[src/rtl/mul_pkg.sv]
`default_nettype none
// ============================================================================
// Module      : mul_pkg
// Description : Shared types and sizes for the iterative 64-bit multiplier.
//               MUL_W - operand / result width
//               CNT_W - iteration counter width (covers 0..MUL_W-1)
//               state_e - controller states
// Revision    : 1.0 - initial release
// ============================================================================
package mul_pkg;

    localparam int MUL_W = 64;
    localparam int CNT_W = 6;

    typedef enum logic [1:0] {
        IDLE = 2'd0,
        RUN  = 2'd1,
        DONE = 2'd2
    } state_e;

endpackage : mul_pkg
`default_nettype wire

[src/rtl/addsub64bit.sv]
`default_nettype none
// ============================================================================
// Module      : addsub64bit
// Description : 64-bit two's complement adder-subtractor.
//               in1, in2 - operands
//               op       - 0: out = in1 + in2, 1: out = in1 - in2
//               out      - 64-bit result (carry out discarded)
//               OF_FLAG  - signed overflow of the selected operation
// Revision    : 1.0 - initial release
// ============================================================================
module addsub64bit (
    input  logic [63:0] in1,
    input  logic [63:0] in2,
    input  logic        op,
    output logic [63:0] out,
    output logic        OF_FLAG
);

    logic [63:0] in2_eff;

    // Subtraction as in1 + ~in2 + 1.
    assign in2_eff = op ? ~in2 : in2;
    assign out     = in1 + in2_eff + {63'd0, op};

    // Overflow when both effective operands share a sign that the sum lacks.
    assign OF_FLAG = (in1[63] == in2_eff[63]) && (out[63] != in1[63]);

endmodule : addsub64bit
`default_nettype wire

[src/rtl/mul64_seq.sv]
`default_nettype none
// ============================================================================
// Module      : mul64_seq
// Description : Iterative shift-add multiplier producing (a*b) mod 2^64 by
//               sequencing one addsub64bit in add mode, one bit per cycle.
//   EARLY_EXIT  - 1: stop once no multiplier bits remain; 0: always 64 steps
//   clk         - clock, rising edge
//   rst_n       - synchronous active-low reset
//   start_valid - operands a/b presented      start_ready - can accept
//   a, b        - multiplicand / multiplier
//   res_valid   - result valid                res_ready   - result taken
//   result      - low 64 bits of the product
//   busy        - operation in RUN or DONE
// Revision    : 1.0 - initial release
// ============================================================================
module mul64_seq
    import mul_pkg::*;
#(
    parameter bit EARLY_EXIT = 1'b1
) (
    input  logic             clk,
    input  logic             rst_n,
    input  logic             start_valid,
    output logic             start_ready,
    input  logic [MUL_W-1:0] a,
    input  logic [MUL_W-1:0] b,
    output logic             res_valid,
    input  logic             res_ready,
    output logic [MUL_W-1:0] result,
    output logic             busy
);

    state_e             state_q, state_d;
    logic [MUL_W-1:0]   acc_q, acc_d;
    logic [MUL_W-1:0]   mcand_q, mcand_d;
    logic [MUL_W-1:0]   mplier_q, mplier_d;
    logic [CNT_W-1:0]   cnt_q, cnt_d;
    logic [MUL_W-1:0]   sum;
    logic               of_flag_unused;

    // Shared adder: acc + mcand, overflow intentionally not used.
    addsub64bit u_addsub (
        .in1     (acc_q),
        .in2     (mcand_q),
        .op      (1'b0),
        .out     (sum),
        .OF_FLAG (of_flag_unused)
    );

    always_ff @(posedge clk) begin
        if (!rst_n) begin
            state_q  <= IDLE;
            acc_q    <= '0;
            mcand_q  <= '0;
            mplier_q <= '0;
            cnt_q    <= '0;
        end else begin
            state_q  <= state_d;
            acc_q    <= acc_d;
            mcand_q  <= mcand_d;
            mplier_q <= mplier_d;
            cnt_q    <= cnt_d;
        end
    end

    always_comb begin
        state_d  = state_q;
        acc_d    = acc_q;
        mcand_d  = mcand_q;
        mplier_d = mplier_q;
        cnt_d    = cnt_q;
        case (state_q)
            IDLE: begin
                if (start_valid) begin
                    mcand_d  = a;
                    mplier_d = b;
                    acc_d    = '0;
                    cnt_d    = '0;
                    state_d  = RUN;
                end
            end
            RUN: begin
                if (mplier_q[0]) begin
                    acc_d = sum;
                end
                mcand_d  = mcand_q << 1;
                mplier_d = mplier_q >> 1;
                cnt_d    = cnt_q + 1'b1;
                // mplier_d is the multiplier after this step's shift: once it
                // is zero no further additions can change acc.
                if ((cnt_q == CNT_W'(MUL_W - 1)) ||
                    (EARLY_EXIT && (mplier_d == '0))) begin
                    state_d = DONE;
                end
            end
            DONE: begin
                if (res_ready) begin
                    state_d = IDLE;
                end
            end
            default: begin
                state_d = IDLE;
            end
        endcase
    end

    // All outputs decode from registered state only.
    assign start_ready = (state_q == IDLE);
    assign res_valid   = (state_q == DONE);
    assign busy        = (state_q == RUN) || (state_q == DONE);
    assign result      = acc_q;

endmodule : mul64_seq
`default_nettype wire

[config.mk]
export PLATFORM = sky130hd
export DESIGN_NAME = mul64_seq
export DESIGN_NICKNAME = d
export VERILOG_FILES = /design/src/rtl/mul_pkg.sv /design/src/rtl/addsub64bit.sv /design/src/rtl/mul64_seq.sv
export SDC_FILE = /design/constraint.sdc
export NUM_CORES = 1
export LEC_CHECK = 0
export ABC_AREA = 1
export BUFFER_PORTS_ARGS = -buffer_cell sky130_fd_sc_hd__buf_2
export CORE_ASPECT_RATIO = 2
export CORE_UTILIZATION = 40
export CTS_BUF_LIST = sky130_fd_sc_hd__clkbuf_4
export CTS_CLUSTER_SIZE = 16
export DETAILED_ROUTE_END_ITERATION = 7
export MAX_ROUTING_LAYER = met4
export PLACE_DENSITY = 0.63
export SYNTH_ARGS = -nofsm -noshare
export SYNTH_HDL_FRONTEND = slang
export SYNTH_SLANG_ARGS = --single-unit
[constraint.sdc]
create_clock -name clk -period 4.4 [get_ports clk]
set_input_delay 0.44 -clock clk [delete_from_list [all_inputs] [get_ports clk]]
set_output_delay 0.44 -clock clk [all_outputs]
set_load 0.005 [all_outputs]
==> Yosys cells after proc, flatten, opt, wreduce, memory -nomap -nowiden <==
Index checks and enable logic that the tools add are counted.
{ "classes": {"addsub": 2, "mul": 0, "n_div": 0, "order_cmp": 0, "eq_ne": 7, "shift": 0, "mux": 13, "n_bitwise": 0, "n_reduce_logical": 8} }
{ "ops": {"columns": ["cell", "n"], "rows": [
  ["64-bit case mux with 2 select lines", 3],
  ["64-bit 2-to-1 mux", 4],
  ["64-bit adder", 1],
  ["64-bit zero test", 1],
  ["6-bit case mux with 2 select lines", 1],
  ["6-bit by 1-bit adder with 6-bit output (second input constant)", 1],
  ["6-bit equality test (second input constant)", 1],
  ["2-bit 2-to-1 mux", 3],
  ["6-bit 2-to-1 mux", 1],
  ["2-bit != test (second input constant)", 3],
  ["2-bit case mux with 3 select lines", 1],
  ["3-bit AND reduction", 2],
  ["2-bit by 1-bit equality test with 1-bit output (second input constant)", 1],
  ["2-bit equality test (second input constant)", 1],
  ["2-bit zero test", 1],
  ["1-bit logical OR", 2],
  ["2-bit by 1-bit != test with 1-bit output (second input constant)", 1],
  ["2-bit AND reduction", 1],
  ["2-bit nonzero test", 1]
]} }
{ "word_totals": {"ff_bits": 200, "latchBits": 0, "ram_bits": 0, "romBits": 0, "input_bits": 132, "wordCells": 35, "n_memories": 0} }

==> Longest topological paths before layout <==
Gate-level depths: netlist of the first run.
{ "logic_depth": {"word_depth": 4, "ltp_mapped": 16, "mapped_depth_nobuf": 16} }

==> Hierarchy <==
A second synthesis of the first run with hierarchy kept.
{ "hier_totals": {"cells_unflattened": 2238, "area_unflattened_um2": 14149.8} }
{ "modules_own_cells": {"columns": ["module", "instances", "cells_each", "area_each_um2", "seq_area_each_um2"], "rows": [
  ["mul64_seq", 1, 1122, 8359.3, 4003.8],
  ["addsub64bit", 1, 1116, 5790.6, 0.0]
]} }

==> Worst setup path before layout of the first run <==
No wires, ideal clock.
{ "synth_path": {"path_type": "register to register", "from": "register acc_q[0] (netlist: result[0])", "to": "register acc_q[60] (netlist: result[60])", "setup_time_ns": 0.132, "t_arrival_ns": 1.733, "t_required_ns": 4.268, "setup_slack_ns": 2.535, "path_stages_with_launch": 15, "cell_sequence": "dfxtp_1 -> ha_1 -> inv_1 -> fa_1 -> nor2_1 -> or2_1 -> nand2_1 -> nand2_1 -> nand2_1 -> nand2_2 -> nand2_1 -> nand2_1 -> nand2_1 -> nand3_1 -> a21oi_1"} }
{ "synth_via": {"elab_chain_len": 3} }
{ "synth_lines": {"columns": ["element", "line_no", "rtl"], "rows": [
  ["start, declared", "mul64_seq.sv:34", "logic [MUL_W-1:0] acc_q, acc_d;"],
  ["start signal, assigned", "mul64_seq.sv:53", "acc_q <= '0;"],
  ["start signal, assigned", "mul64_seq.sv:59", "acc_q <= acc_d;"],
  ["64-bit adder", "addsub64bit.sv:23", "assign out = in1 + in2_eff + {63'd0, op};"],
  ["64-bit 2-to-1 mux", "mul64_seq.sv:83", "if (mplier_q[0]) begin"],
  ["64-bit case mux with 2 select lines", "mul64_seq.sv:72", "case (state_q)"]
]} }
No other way between the ends. The select of a mux whose other input is x is not followed.
A chain may end at the register's enable or synchronous reset.

==> Worst setup path after layout of the first run <==
{ "layout_path": {"from": "register state_q[1]", "to": "register cnt_q[5]"} }
{ "layout_via": {"elab_chain_len": 3, "elab_cells_between_ends": 6, "classes_between": "eq/ne (2); mux (1); reduce/logical (3)"} }
{ "layout_lines": {"columns": ["element", "line_no", "rtl"], "rows": [
  ["start, declared", "mul64_seq.sv:33", "state_e state_q, state_d;"],
  ["start signal, assigned", "mul64_seq.sv:58", "state_q <= state_d;"],
  ["2-bit by 1-bit equality test with 1-bit output / 2-bit zero test (equally long branches)", "mul64_seq.sv:72", null],
  ["2-bit nonzero test (no source line) / 2-bit != test (equally long branches)", null, null],
  ["2-bit AND reduction (no source line)", null, null],
  ["end signal, assigned", "mul64_seq.sv:62", "cnt_q <= cnt_d;"],
  ["end, declared", "mul64_seq.sv:37", "logic [CNT_W-1:0] cnt_q, cnt_d;"]
]} }
Several ways; a longest one is shown, not always the timed one.

==> results of run 1 <==
-- sequential cells by signal, summed over array words and instances, names as in the netlist --
| register | cells |
|---|---|
| cnt_q | 6 |
| mcand_q | 64 |
| mplier_q | 64 |
| result | 64 |
| state_q | 2 |
-- cell usage in the layout, fill, tap and decap left out, types with 2 or more instances in the layout --
| master | count |
|---|---|
| nand3_1 | 88 |
| inv_6 | 3 |
| buf_4 | 10 |
| nand2_2 | 10 |
| inv_2 | 9 |
| o21bai_1 | 2 |
| nor4_2 | 2 |
| o21ai_0 | 156 |
| or2_2 | 8 |
| or2_1 | 3 |
| and3_1 | 2 |
| a31oi_1 | 126 |
| nand3b_1 | 7 |
| nand4_1 | 13 |
| nand2_1 | 918 |
| nor3_2 | 4 |
| nor2_2 | 13 |
| nand3_2 | 7 |
| nor2_1 | 110 |
| ha_1 | 66 |
| inv_1 | 326 |
| nor3_1 | 12 |
| clkinv_2 | 2 |
| clkbuf_4 | 17 |
| nor4_1 | 15 |
| a21oi_1 | 135 |
| diode_2 | 3 |
| clkinv_8 | 5 |
| dlygate4sd3_1 | 126 |
| inv_8 | 3 |
| buf_2 | 197 |
| dfxtp_1 | 200 |
-- worst max-delay path, stage by stage, from the launching register on --
cell and delay (ns):
dfxtp_1 0.36, inv_1 0.13, ha_4 0.42, inv_4 0.38, nor2_2 0.30, inv_2 0.09
nand2_8 0.42, buf_4 0.79, nand3_1 0.18, nor2_1 0.17, xnor2_1 0.13, nor2_1 0.05
-- per-stage QoR --
step / util [%] / std cells / hold slack, ns / setup slack (ns) / cell area [sq um]
final: 49.3 / 3051 / 0.0439 / 0.804 / 16600
after global routing: 49.3 / 3051 / 0.0246 / 0.413 / 16600
after CTS: 49.3 / 3048 / 0.0000274 / 0.739 / 16600
after detailed placement: 44.6 / 2890 / 0.478 / 0.792 / 15100
after global placement: 44.6 / 2890 / 0.466 / 0.870 / 15100
after floorplan: - / 2336 / 0.443 / 2.53 / 13800
-- worst paths after layout --
path,startpoint,end,slack (ns)
worst max-delay path,state_q[1],cnt_q[5],0.80
worst min-delay path,a[2],mcand_q[2],0.04
worst max register to register,state_q[1],cnt_q[5],0.80
worst min register to register,result[0],result[0],0.49
-- cell families after synthesis --
group                      after synthesis  synth area share, %
AOI/OAI and AO/OA                      424                 16.7
xor gates and xnor gates                 2                0.127
adders and majority gates               68                 6.22
buffers and inverters                  426                 11.9
DFF                                    200                 29.0
and+or+nand+nor                       1216                 36.1
-- cell type report --
type | count | area [sq um]
fill | 3583 | 17100
tap | 436 | 546
clock inverter | 15 | 175
multi-input combinational | 1710 | 8190
sequential | 200 | 4000
antenna | 3 | 7.51
clock buffer | 17 | 128
timing repair buffer | 333 | 2320
inverter | 337 | 1270
-- routing by layer --
| layer | share of wire [%] | wire (um) | global-route usage (%) |
|---|---|---|---|
| met5 | 0 | 0 | - |
| met4 | 4.3 | 2080 | 12.8 |
| met3 | 3.0 | 1470 | 2.96 |
| met2 | 55 | 26700 | 54.9 |
| met1 | 38 | 18500 | 28.5 |
-- power by group through the flow --
stage | clock network, mW | registers (mW) | logic [mW]
3_3_place_gp | 0 | 2.79 | 2.88
5_1_grt | 1.15 | 2.83 | 3.41
2_1_floorplan | 0 | 2.65 | 2.25
3_5_place_dp | 0 | 2.79 | 2.95
4_1_cts | 1.09 | 2.75 | 3.05
6_report | 1.05 | 2.75 | 3.02
==> impl_metrics.csv, run 1 <==
group,metric,value,unit
grt,antenna_found_initial,1,
placement,io_buffers,198,
setup_path,cp-end-kind,"flip-flop",
routing,antenna_left,0,
clock_network,clock-root-buffer,"clkbuf_4",
pwr,p_int,3.60,mW
grt,grt.overflow.total,0,
worst_hold_path,min_path_cells,3,
routing,drt-total-wl,48800,um
floorplanning,pin_count,199,
yosys,syn_area_per_cell,5.91,sq um
floorplanning,die-area,35300,sq um
timing,finalCritPeriodShare,81.7,%
clock_network,clkSinkCount,200,
timing,rsz0062_at_grt,"false",
yosys,synth.distinct_cells,37,
layout,drive_above_1_share,11.4,%
routing,vias,15387,
yosys,synth_most_common_cell,"nand2_1",
timing,hold_violations,0,
yosys,synth_warnings,0,
status,status,"completed",
floorplanning,coreArea,33800,sq um
run,maxCapViolCount,0,
placement,hpwl,37600,um
pwr,static-leakage-power,8.48,nW
setup_path,crit_required,4.97,ns
clock_network,post_cts_buffers,0,
floorplanning,die_x,133,um
yosys,synth_top_area_share,29.0,%
setup_path,crit_type,"reg2reg",
placement,gp_congestion,0.982,
floorplanning,start_util,40.9,%
pwr,max-vdd-ir-drop,0.566,mV
timing,drv_slew,0,
timing,finalCriticalPeriod,3.60,ns
clock_network,clock_latency,0.69,ns
yosys,synth-main-ff-cell,"dfxtp_1",
setup_path,r2r_cells,11,
clock_network,cts_tree,"built",
clock_network,clkTransAtPathRegs,0.21,ns
yosys,synth_fp_nets,2536,
routing,drtPass1Iterations,5,
clock_network,htree_levels,4,
yosys,synth_seq_area_share,29.0,%
grt,grt_pass1_wl,76500,um
timing,slew_headroom,30.4,%
routing,routedWlPerCell,16.0,um
grt,grt_max_degree,110,
pwr,combPwrFrac,44.2,%
timing,worstMarginPinSlew,1.04,ns
floorplanning,die_height,265,um
clock_network,ctsHoldBuffers,126,
grt,track_usage,28.6,%
floorplanning,fp-row-count,95,
routing,initialDrtViolationCount,847,
pwr,pwr-share-clk,15.4,%
pwr,p_sw_share,47.3,%
yosys,synth_common_cells,"nand2_1 (918), inv_1 (327), dfxtp_1 (200)",
timing,fmax,0.278,GHz
worst_hold_path,hold_class,"in2reg",
yosys,synth_area_leaders,"dfxtp_1 (29%), nand2_1 (25%), inv_1 (8.9%)",
setup_path,cp.arrival,4.16,ns
yosys,synth_seq_cells,200,
routing,viasPerCell,5.04,
setup_path,worst_setup_path_start_kind,"flip-flop",
yosys,yosysTopAreaCell,"dfxtp_1",
setup_path,cp_max_fo,109,
pwr,power_density,410,nW/um^2
timing,clock_skew,0.0367,ns
timing,setup_violations,0,
yosys,synth_edf_count,0,
layout,syn2layout_area_growth,20.6,%
clock_network,cts_made_buffers,17,
yosys,syn_inst,2336,
timing,setup_tns,0,ns
clock_network,ctsResizeCount,0,
pwr,seq_power_share,40.3,%
pwr,power,6.82,mW
grt,grt_pass1_vias,14908,
pwr,switchingPower,3.23,mW
layout,final_nets,2799,
yosys,ys_async_sr_fraction,0,%
clock_network,cts_buffer_depth,2,
yosys,synth_area,13800,sq um
routing,drc_errors,0,
Note: power is estimated with default switching activity, not from simulation.
==> run 2, diff against run 1 <==
Settings changed: PLACE_DENSITY 0.63 to 0.65.
Clock period 4.4 ns to 3.3 ns, I/O delays scaled along.
==> impl_metrics.csv, run 2 (same netlist as run 1, synthesis figures left out) <==
group,metric,value,unit
status,status,"completed",
setup_path,cp_num_buf_inv,4,
timing,hold_violations,0,
pwr,p_sw_share,47.9,%
clock_network,cts_tree,"built",
floorplanning,coreArea,33800,sq um
grt,grt_pass1_wl,79500,um
routing,vias,15476,
setup_path,cp-end-kind,"flip-flop",
floorplanning,die_height,265,um
floorplanning,pin_count,199,
clock_network,htree_levels,4,
setup_path,crit_type,"reg2reg",
timing,setup_tns,0,ns
timing,worstMarginPinSlew,0.952,ns
setup_path,crit_slowest_cell,"buf_4",
timing,rsz0062_at_grt,"false",
placement,placed_cell_area,15100,sq um
pwr,switchingPower,4.47,mW
timing,fmax,0.388,GHz
layout,final_cells,3059,
placement,hpwl,39300,um
floorplanning,die_x,133,um
setup_path,r2r_cells,10,
routing,initialDrtViolationCount,699,
pwr,max-vdd-ir-drop,0.488,mV
clock_network,ctsResizeCount,0,
timing,worst_hold_slack,0.0601,ns
worst_hold_path,min_path_cells,6,
layout,mostFrequentLayoutCell,"nand2_1",
setup_path,critical-path-top-delay-family,"buffers and inverters",
run,maxCapViolCount,0,
placement,dpl.cell_count,2898,
clock_network,cts_made_buffers,17,
clock_network,ctsHoldBuffers,128,
setup_path,max_stage_delay,0.57,ns
layout,final_nets,2809,
routing,viasPerCell,5.06,
setup_path,crit_required,3.91,ns
grt,antenna_found_initial,1,
clock_network,clock-root-buffer,"clkbuf_4",
routing,antenna_left,0,
setup_path,cp.arrival,3.19,ns
routing,drc_errors,0,
grt,grt.overflow.total,0,
grt,grt_pass1_vias,15393,
layout,utilization,49.6,%
routing,drt-total-wl,50800,um
layout,syn2layout_area_growth,21.5,%
setup_path,cp_max_fo,42,
timing,clock_skew,0.0401,ns
clock_network,clkTransAtPathRegs,0.20,ns
pwr,static-leakage-power,8.55,nW
timing,setup_violations,0,
setup_path,path_depth,10,
routing,drtPass1Iterations,5,
clock_network,clkSinkCount,200,
setup_path,path_cells,"inv_1, ha_4, inv_4, nor2_2, inv_2, nand2_8, o21ai_4, buf_4, nand2_1, a21oi_1",
clock_network,clock_latency,0.69,ns
pwr,seq_power_share,39.4,%
routing,routedWlPerCell,16.6,um
layout,nFillCells,3651,
timing,finalCriticalPeriod,2.58,ns
pwr,p_int,4.85,mW
clock_network,post_cts_buffers,0,
grt,grt_max_degree,129,
timing,finalCritPeriodShare,78.1,%
pwr,combPwrFrac,44.5,%
placement,io_buffers,198,
floorplanning,fp-row-count,95,
timing,drv_slew,0,
pwr,power_density,556,nW/um^2
layout,drive_above_1_share,11.7,%
worst_hold_path,hold_class,"in2reg",
placement,gp_congestion,0.991,
floorplanning,die-area,35300,sq um
grt,track_usage,29.9,%
pwr,pwr-share-clk,16.1,%
floorplanning,start_util,40.9,%
layout,layout_common_cells,"nand2_1 (918), inv_1 (326), dfxtp_1 (200)",
clock_network,cts_buffer_depth,2,
setup_path,worst_setup_path_start_kind,"flip-flop",
timing,slew_headroom,36.6,%
layout,fin_area,16800,sq um
[run 2: changes by cell type in the layout (fill, tap and decap cells not counted), sizes merged]
| cell | delta |
|---|---|
| buf | +8 |
| diode | -2 |
| dlygate4sd3 | +2 |
| inv | +2 |
| clkinv | -1 |
| clkinvlp | -1 |
[run 2: final timing paths]
check | from | end | slack [ns]
hold / removal | res_ready | state_q[1] | 0.06
hold reg to reg | mcand_q[56] | mcand_q[57] | 0.49
setup reg to reg | state_q[1] | result[36] | 0.72
setup / recovery | state_q[1] | result[36] | 0.72
[run 2: power groups by stage]
stage | sequential, mW | clock, mW | combinational [mW]
finish | 3.67 | 1.50 | 4.15
global placement | 3.70 | 0 | 3.94
global route | 3.77 | 1.63 | 4.67
floorplan | 3.53 | 0 | 3.01
detailed placement | 3.72 | 0 | 4.04
CTS | 3.67 | 1.55 | 4.16
[run 2: stage by stage]
step	power, mW	setup slack, ns
4_1_cts	9.38	0.662
3_5_place_dp	7.76	0.721
2_1_floorplan	6.53	1.43
5_1_grt	10.1	0.427
6_report	9.32	0.724
3_3_place_gp	7.65	0.783
[run 2: worst reg2reg max path, stage by stage, from the launching register on]
cell	delay, ns
dfxtp_1	0.38
inv_1	0.09
ha_4	0.18
inv_4	0.31
nor2_2	0.12
inv_2	0.12
nand2_8	0.15
o21ai_4	0.29
buf_4	0.58
nand2_1	0.15
a21oi_1	0.16
[run 2: routing by layer]
metal | up-vias | track usage, % | routed length, um
met5 | - | - | 0
met4 | 0 | 15.3 | 2640
met3 | 101 | 3.14 | 1700
met2 | 398 | 56.8 | 27500
met1 | 6976 | 29.5 | 18900
li1 | 8001 | - | -
[run 2: area by class of cell]
cell class,count,area [sq um],area share (%)
Antenna cell,1,2.50,0.0149
Clock buffer,17,128,0.762
Clock inverter,15,208,1.24
Inverter,337,1270,7.56
Multi-Input combinational cell,1710,8190,48.9
Sequential cell,200,4000,23.9
Tap cell,436,546,3.26
Timing Repair Buffer,343,2410,14.4
